### src/rtl/led_pattern_gen.sv
// Multi-channel LED pattern generator: a shared prescaler tick drives per-channel
// phase counters that produce OFF / ON / BLINK / PWM patterns on registered LED outputs.
module led_pattern_gen #(
    parameter int NCH     = 8,
    parameter int CLK_HZ  = 100000000,
    parameter int TICK_HZ = 1000,
    parameter int PER_W   = 16
) (
    input  logic                 sys_clk,
    input  logic                 sys_rst,
    input  logic                 en,
    input  logic                 sync_restart,
    input  logic [2*NCH-1:0]     mode,
    input  logic [PER_W*NCH-1:0] period,
    input  logic [PER_W*NCH-1:0] duty,
    output logic [NCH-1:0]       led,
    output logic                 tick,
    output logic [NCH-1:0]       wrap
);

    localparam int PRESC   = CLK_HZ / TICK_HZ;
    localparam int PRESC_W = (PRESC >= 2) ? $clog2(PRESC) : 1;
    localparam logic [PRESC_W-1:0] PRESC_MAX = PRESC_W'(PRESC - 1);

    if (PRESC < 2) begin : g_presc_check
        $error("led_pattern_gen: CLK_HZ/TICK_HZ must be at least 2");
    end

    typedef enum logic [1:0] {
        MODE_OFF   = 2'd0,
        MODE_ON    = 2'd1,
        MODE_BLINK = 2'd2,
        MODE_PWM   = 2'd3
    } mode_e;

    logic [PRESC_W-1:0] presc_q, presc_d;
    logic               tick_q, tick_d;
    logic [PER_W-1:0]   ph_q [NCH];
    logic [PER_W-1:0]   ph_d [NCH];
    mode_e              mode_q [NCH];
    mode_e              mode_d [NCH];
    logic [NCH-1:0]     blink_q, blink_d;
    logic [NCH-1:0]     led_q, led_d;
    logic [NCH-1:0]     wrap_q, wrap_d;
    logic               tick_ev;

    always_comb begin
        tick_ev = en && (presc_q == PRESC_MAX) && !sync_restart;
        tick_d  = tick_ev;

        presc_d = presc_q;
        if (sync_restart) begin
            presc_d = '0;
        end else if (en) begin
            presc_d = (presc_q == PRESC_MAX) ? '0 : presc_q + PRESC_W'(1);
        end

        blink_d = blink_q;
        led_d   = '0;
        wrap_d  = '0;
        for (int unsigned i = 0; i < NCH; i++) begin : g_ch
            mode_e            mode_in;
            logic [PER_W-1:0] per;
            logic [PER_W-1:0] p_last;

            mode_in = mode_e'(mode[2*i +: 2]);
            per     = period[PER_W*i +: PER_W];
            p_last  = (per == '0) ? '0 : per - PER_W'(1);

            ph_d[i]   = ph_q[i];
            mode_d[i] = mode_in;

            // Mode change and sync_restart both restart the channel and suppress wrap;
            // ">=" makes a period shrink below the current phase wrap on the next tick.
            if ((mode_in != mode_q[i]) || sync_restart) begin
                ph_d[i]    = '0;
                blink_d[i] = 1'b0;
            end else if (tick_ev) begin
                if (ph_q[i] >= p_last) begin
                    ph_d[i]    = '0;
                    wrap_d[i]  = 1'b1;
                    blink_d[i] = ~blink_q[i];
                end else begin
                    ph_d[i] = ph_q[i] + PER_W'(1);
                end
            end

            case (mode_in)
                MODE_OFF:   led_d[i] = 1'b0;
                MODE_ON:    led_d[i] = 1'b1;
                MODE_BLINK: led_d[i] = blink_d[i];
                MODE_PWM:   led_d[i] = (ph_d[i] < duty[PER_W*i +: PER_W]);
                default:    led_d[i] = 1'b0;
            endcase
        end
    end

    always_ff @(posedge sys_clk or posedge sys_rst) begin
        if (sys_rst) begin
            presc_q <= '0;
            tick_q  <= 1'b0;
            blink_q <= '0;
            led_q   <= '0;
            wrap_q  <= '0;
            for (int unsigned i = 0; i < NCH; i++) begin
                ph_q[i]   <= '0;
                mode_q[i] <= MODE_OFF;
            end
        end else begin
            presc_q <= presc_d;
            tick_q  <= tick_d;
            blink_q <= blink_d;
            led_q   <= led_d;
            wrap_q  <= wrap_d;
            for (int unsigned i = 0; i < NCH; i++) begin
                ph_q[i]   <= ph_d[i];
                mode_q[i] <= mode_d[i];
            end
        end
    end

    assign led  = led_q;
    assign tick = tick_q;
    assign wrap = wrap_q;

endmodule

### config.mk
export PLATFORM = sky130hd
export DESIGN_NAME = led_pattern_gen
export DESIGN_NICKNAME = d
export VERILOG_FILES = /design/src/rtl/led_pattern_gen.sv
export SDC_FILE = /design/constraint.sdc
export NUM_CORES = 1
export LEC_CHECK = 0
export CELL_PAD_IN_SITES_DETAIL_PLACEMENT = 0
export CELL_PAD_IN_SITES_GLOBAL_PLACEMENT = 1
export CORE_AREA = 2 2 211 213
export DETAILED_ROUTE_END_ITERATION = 7
export DIE_AREA = 0 0 213 215
export PLACE_DENSITY_LB_ADDON = 0.1
export SETUP_SLACK_MARGIN = 0.05
export SLEW_MARGIN = 20
export SYNTH_ARGS = -nofsm -noshare
export SYNTH_HDL_FRONTEND = slang
export SYNTH_SLANG_ARGS = --single-unit
### constraint.sdc
create_clock -name sys_clk -period 8.62 [get_ports sys_clk]
set_clock_uncertainty 0.05 [all_clocks]
set_input_delay 2.586 -clock sys_clk [delete_from_list [all_inputs] [get_ports sys_clk]]
set_output_delay 2.586 -clock sys_clk [all_outputs]
set_load 0.03 [all_outputs]
* Word level (Yosys, flattened, before mapping)
Index checks and enable logic that the tools add are counted.
** Word-level totals
- Flip-flop bits (word level) :: 186
- Output and inout port bits :: 17
** Operators by class
- Add/sub/neg operators :: 17
- Magnitude comparators :: 16
- Eq/ne operators :: 33
- Multiplexer cells :: 91
- Bitwise logic cells :: 8
- Reduce and logical (&&, ||, !) cells :: 28
** Operators with widths (number)
- 2-to-1 mux 16 bit :: 32
- adder 16 x 1 -> 16 bit, second input constant :: 8
- >= comparator 16 bit :: 8
- logical NOT 16 bit :: 8
- less-than comparator 16 bit :: 8
- subtractor 16 x 1 -> 16 bit, second input constant :: 8
- 2-to-1 mux 17 bit :: 3
- 2-to-1 mux 1 bit :: 48
- equality test 2 bit, second input constant :: 16
- one-hot mux 1 bit (4 select lines) :: 8
- adder 17 x 1 -> 17 bit, second input constant :: 1
- equality test 17 bit, second input constant :: 1
- equality test 2 x 1 -> 1 bit, second input constant :: 8
- logical NOT 2 bit :: 8
- inequality test 2 bit :: 8
- logical OR 1 bit :: 8
- NOT 1 bit :: 8
- logical AND 1 bit :: 2
- nonzero test 2 bit :: 1
- logical NOT 1 bit :: 1

* Longest topological paths before layout
- Depth after elaboration :: 8
- Mapped depth :: 23

* Worst setup path after synthesis
Ideal clock, no wire load.
- Path type :: input-to-reg
- Start :: in period[57]
- End :: reg led_q[3] (netlist: led[3])
- Setup time :: 122 ps
- Arrival :: 7222 ps
- Path slack :: 1226 ps
- Cell stages on the path :: 21
- Path buffers :: 2
- Cells stage by stage :: or4_4 > or3_4 > or4_4 > nand2b_4 > and2_1 > ha_1 > nand2b_1 > a2111o_1 > a32oi_1 > a31oi_1 > or2_2 > clkbuf_1 > buf_2 > nor2_1 > ha_1 > a21o_1 > a21oi_1 > nor2b_1 > o211ai_1 > a21oi_1 > a2111oi_1
** RTL lines
- start: declaration :: line 14 : input logic [PER_W*NCH-1:0] period,
- end signal: assignment :: line 113 : led_q <= led_d;
- end: declaration :: line 43 : logic [NCH-1:0] led_q, led_d;

==> impl_metrics.prom <==
# TYPE chip_impl_metric gauge
chip_impl_metric{name="yosysTopAreaCellShare",unit="%"} 26.37
chip_impl_metric{name="core_region_area",unit="sq um"} 43640
chip_impl_metric{name="timing.final.hold_violations",unit=""} 0
chip_impl_metric{name="post-cts-setup-buffer-count",unit=""} 0
chip_impl_metric{name="vdd.ir_drop.worst",unit="mV"} 0.1444
chip_impl_info{name="synth.area.top_cells",value="dfrtp_1, ha_1, xor2_1, nand2_1, xnor2_1"} 1
chip_impl_metric{name="timing.final.crit_period",unit="ns"} 7.838
chip_impl_metric{name="timing.hold.ws",unit="ns"} 0.4776
chip_impl_metric{name="power-per-cell-area",unit="nW/um^2"} 95.66
chip_impl_metric{name="post_cts_resized",unit=""} 0
chip_impl_metric{name="wire_length_of_the_first_global_routing_pass",unit="mm"} 80.99
chip_impl_metric{name="route.detailed.wl_per_inst",unit="um"} 16.22
chip_impl_info{name="synth_flop_cell",value="dfrtp_1"} 1
chip_impl_metric{name="number_of_cts_inserted_buffers",unit=""} 17
chip_impl_metric{name="synth_area_per_cell",unit="sq um"} 8.149
chip_impl_info{name="status",value="complete, no violations"} 1
chip_impl_metric{name="detailedRoute.firstPassIterationCount",unit=""} 7
chip_impl_metric{name="cp_data_required_time",unit="ns"} 8.90
chip_impl_metric{name="number_of_h_tree_levels",unit=""} 4
chip_impl_metric{name="placedCellCount",unit=""} 3021
chip_impl_metric{name="synth_nets",unit=""} 2715
chip_impl_info{name="start_kind",value="primary input"} 1
chip_impl_metric{name="cts_num_sinks",unit=""} 186
chip_impl_info{name="startpoint_of_the_most_critical_hold_path",value="presc_q[0]"} 1
chip_impl_metric{name="max_freq",unit="MHz"} 127.6
chip_impl_metric{name="postLayoutSetupSlackWorst",unit="ns"} 0.7822
chip_impl_metric{name="ant_nets",unit=""} 0
chip_impl_metric{name="viasPerCell",unit=""} 5.166
chip_impl_info{name="worst_setup_path_startpoint",value="period[56]"} 1
chip_impl_metric{name="via_count",unit=""} 15780
chip_impl_info{name="critPathKind",value="in2reg"} 1
chip_impl_metric{name="static-leakage-power",unit="nW"} 10.20
chip_impl_metric{name="netlist_instances",unit=""} 2166
chip_impl_metric{name="area_growth_from_synthesis_to_layout",unit="%"} 23.56
chip_impl_metric{name="pre_cts_ws",unit="ns"} 0.3499
chip_impl_metric{name="globalRoute.totalOverflow",unit=""} 0
chip_impl_metric{name="path_clk_slew",unit="ns"} 0.07
chip_impl_metric{name="syn_area",unit="sq um"} 17650
chip_impl_metric{name="number_of_enable_type_register_cells_in_the_synthesized_netlist",unit=""} 0
chip_impl_metric{name="die-width",unit="um"} 213
chip_impl_metric{name="synth-compound-area-share",unit="%"} 9.088
chip_impl_info{name="unrepaired_setup_endpoints_after_global_routing",value="false"} 1
chip_impl_metric{name="portBuffers",unit=""} 292
chip_impl_metric{name="slew_headroom",unit="%"} 35.07
chip_impl_metric{name="synth.yosys.warnings",unit=""} 0
chip_impl_metric{name="drive_above_1_share",unit="%"} 3.088
chip_impl_info{name="synth.most_common_cell",value="ha_1"} 1
chip_impl_metric{name="postSynth.asyncResetShare",unit="%"} 100.0
chip_impl_metric{name="drt_first_iter_violations",unit=""} 595
chip_impl_metric{name="yosys.cell_types.count",unit=""} 69
chip_impl_metric{name="final_min_period_over_clock_period",unit="%"} 90.93
chip_impl_metric{name="cap_viol_max_count",unit=""} 0
chip_impl_info{name="synth_top_cells_by_count",value="ha_1, nand2_1, nor2_1"} 1
chip_impl_metric{name="finalSetupViolations",unit=""} 0
chip_impl_metric{name="route.detailed.drc",unit=""} 0
chip_impl_metric{name="io_pins",unit=""} 293
chip_impl_metric{name="cts_hold_bufs",unit=""} 0
chip_impl_metric{name="final_net_count",unit=""} 2997
chip_impl_metric{name="synth_simple_gate_area_share",unit="%"} 26.97
chip_impl_metric{name="layoutNonFillerInstCount",unit=""} 3055
chip_impl_metric{name="gr_util_all_layers",unit="%"} 21.95
chip_impl_metric{name="drt-total-wl",unit="mm"} 49.56
chip_impl_metric{name="first_global_vias",unit=""} 16260
chip_impl_info{name="clock_root_cell",value="clkbuf_16"} 1
chip_impl_info{name="synth_top_family_by_area",value="simple AND/OR/NAND/NOR gates"} 1
chip_impl_metric{name="synthMuxAreaShare",unit="%"} 0.4679
chip_impl_metric{name="core.rowCount",unit=""} 77
chip_impl_metric{name="synth_xor_area_share",unit="%"} 12.45
chip_impl_metric{name="grt_max_degree",unit=""} 75
chip_impl_metric{name="worst_pin_slew",unit="ns"} 0.9739
chip_impl_info{name="end_kind",value="flip-flop"} 1
chip_impl_metric{name="power",unit="mW"} 2.086
chip_impl_metric{name="synth_seq_cells",unit=""} 186
chip_impl_metric{name="timing.final.max_slew_violations",unit=""} 0
chip_impl_metric{name="initial_utilization",unit="%"} 40.44
chip_impl_metric{name="data_arrival_time_of_the_worst_path",unit="ns"} 8.11
chip_impl_metric{name="clock_latency",unit="ns"} 0.45
chip_impl_metric{name="synth_adder_area_share",unit="%"} 19.35
chip_impl_metric{name="place_congestion",unit=""} 0.8636
chip_impl_info{name="tritoncts_clock_tree",value="done"} 1
chip_impl_metric{name="hpwlAfterDp",unit="mm"} 39.68
chip_impl_metric{name="grt_antenna_before_repair",unit=""} 2
chip_impl_metric{name="die_area",unit="sq um"} 45800
chip_impl_info{name="reg_to_reg_startpoint",value="presc_q[0]"} 1
chip_impl_metric{name="die_y",unit="um"} 215
chip_impl_metric{name="crit_path_max_fanout",unit=""} 15
chip_impl_metric{name="ys_seq_area_share",unit="%"} 26.37
chip_impl_metric{name="clockBufferDepth",unit=""} 2
chip_impl_metric{name="final.setup.tns",unit="ns"} 0
chip_impl_info{name="synth_largest_area_cell",value="dfrtp_1"} 1
chip_impl_info{name="min-delay-path-class",value="reg2reg"} 1
-- routing by layer --
layer | global-route usage [%] | vias up | share of wire, %
li1 | - | 8117 | -
met1 | 29.28 | 7331 | 48
met2 | 37.47 | 284 | 47
met3 | 2.367 | 49 | 3.2
met4 | 5.967 | 0 | 1.7
met5 | 0 | - | 0
-- path summary, 6_finish.rpt --
check	endpoint	slack (ns)	cells after the start
max	led[3]	0.78	20
min	presc_q[0]	0.48	1
max reg2reg	led[2]	4.01	14
min reg2reg	presc_q[0]	0.48	1
max in group asynchronous	ph_q[41]	4.57	3
min in group asynchronous	wrap[4]	2.55	2
-- layout make-up --
cell class	instances	area, sq um
inverter	189	716.9
tap	592	740.7
sequential	186	4654
fill	4248	21830
multi-input combinational	1747	12070
clock inverter	12	140.1
clock buffer	20	446.7
antenna	2	5.005
timing repair buffer	307	3035
-- state kept, by name, indices dropped and copies added (netlist names) --
signal   cells
blink_q      8
led          8
mode_q      16
ph_q       128
presc_q     17
tick         1
wrap         8
-- worst max-delay path, stage by stage --
cell,delay [ns]
clkdlybuf4s50_1,0.45
or4_4,0.54
or3_4,0.35
or4_4,0.42
nand2b_4,0.21
and2_1,0.19
ha_1,0.26
nand2b_1,0.14
a2111o_1,0.40
a32oi_1,0.37
a31oi_1,0.17
or2_2,0.44
nor2_1,0.19
ha_1,0.28
a21o_1,0.18
a21oi_1,0.21
nand4_1,0.12
a21oi_1,0.15
a21oi_1,0.10
a2111oi_1,0.33
-- through the flow --
step	cell area [sq um]	util, %
2_1_floorplan	17650	-
3_3_place_gp	21220	48.62
3_5_place_dp	21220	48.62
4_1_cts	21800	49.96
5_1_grt	21810	49.97
6_report	21810	49.97
-- cells by family (layout without fill, tap and decap cells) --
family / Yosys count / after routing
flip-flops: 186 / 186
AO/OA/AOI/OAI: 257 / 257
multiplexers: 8 / 8
other: 0 / 2
buffers and inverters: 233 / 528
adder cells (fa/ha/maj): 273 / 273
XOR/XNOR: 251 / 251
AND/OR/NAND/NOR: 958 / 958
-- power by group --
part / internal [mW] / total, mW / switching (mW) / leakage [nW]
clock network: 0.440 / 0.811 / 0.371 / 0.283
registers: 0.879 / 0.882 / 0.00343 / 2.54
logic: 0.201 / 0.393 / 0.193 / 7.37
total: 1.52 / 2.09 / 0.567 / 10.2
-- cell usage in the layout, fill, tap and decap left out, types with 47 or more instances in the layout --
master,synthesis,final
xnor2_1,111,111
a21oi_1,92,92
ha_1,273,273
nand2_1,264,264
nor3_1,86,86
nand3_1,75,75
nor2_1,233,232
nand4_1,68,68
xor2_1,140,140
dfrtp_1,186,186
clkdlybuf4s50_1,0,292
o21ai_0,65,65
inv_1,188,187
nor4_1,47,47
No activity file was read; power rests on OpenSTA's default activity.
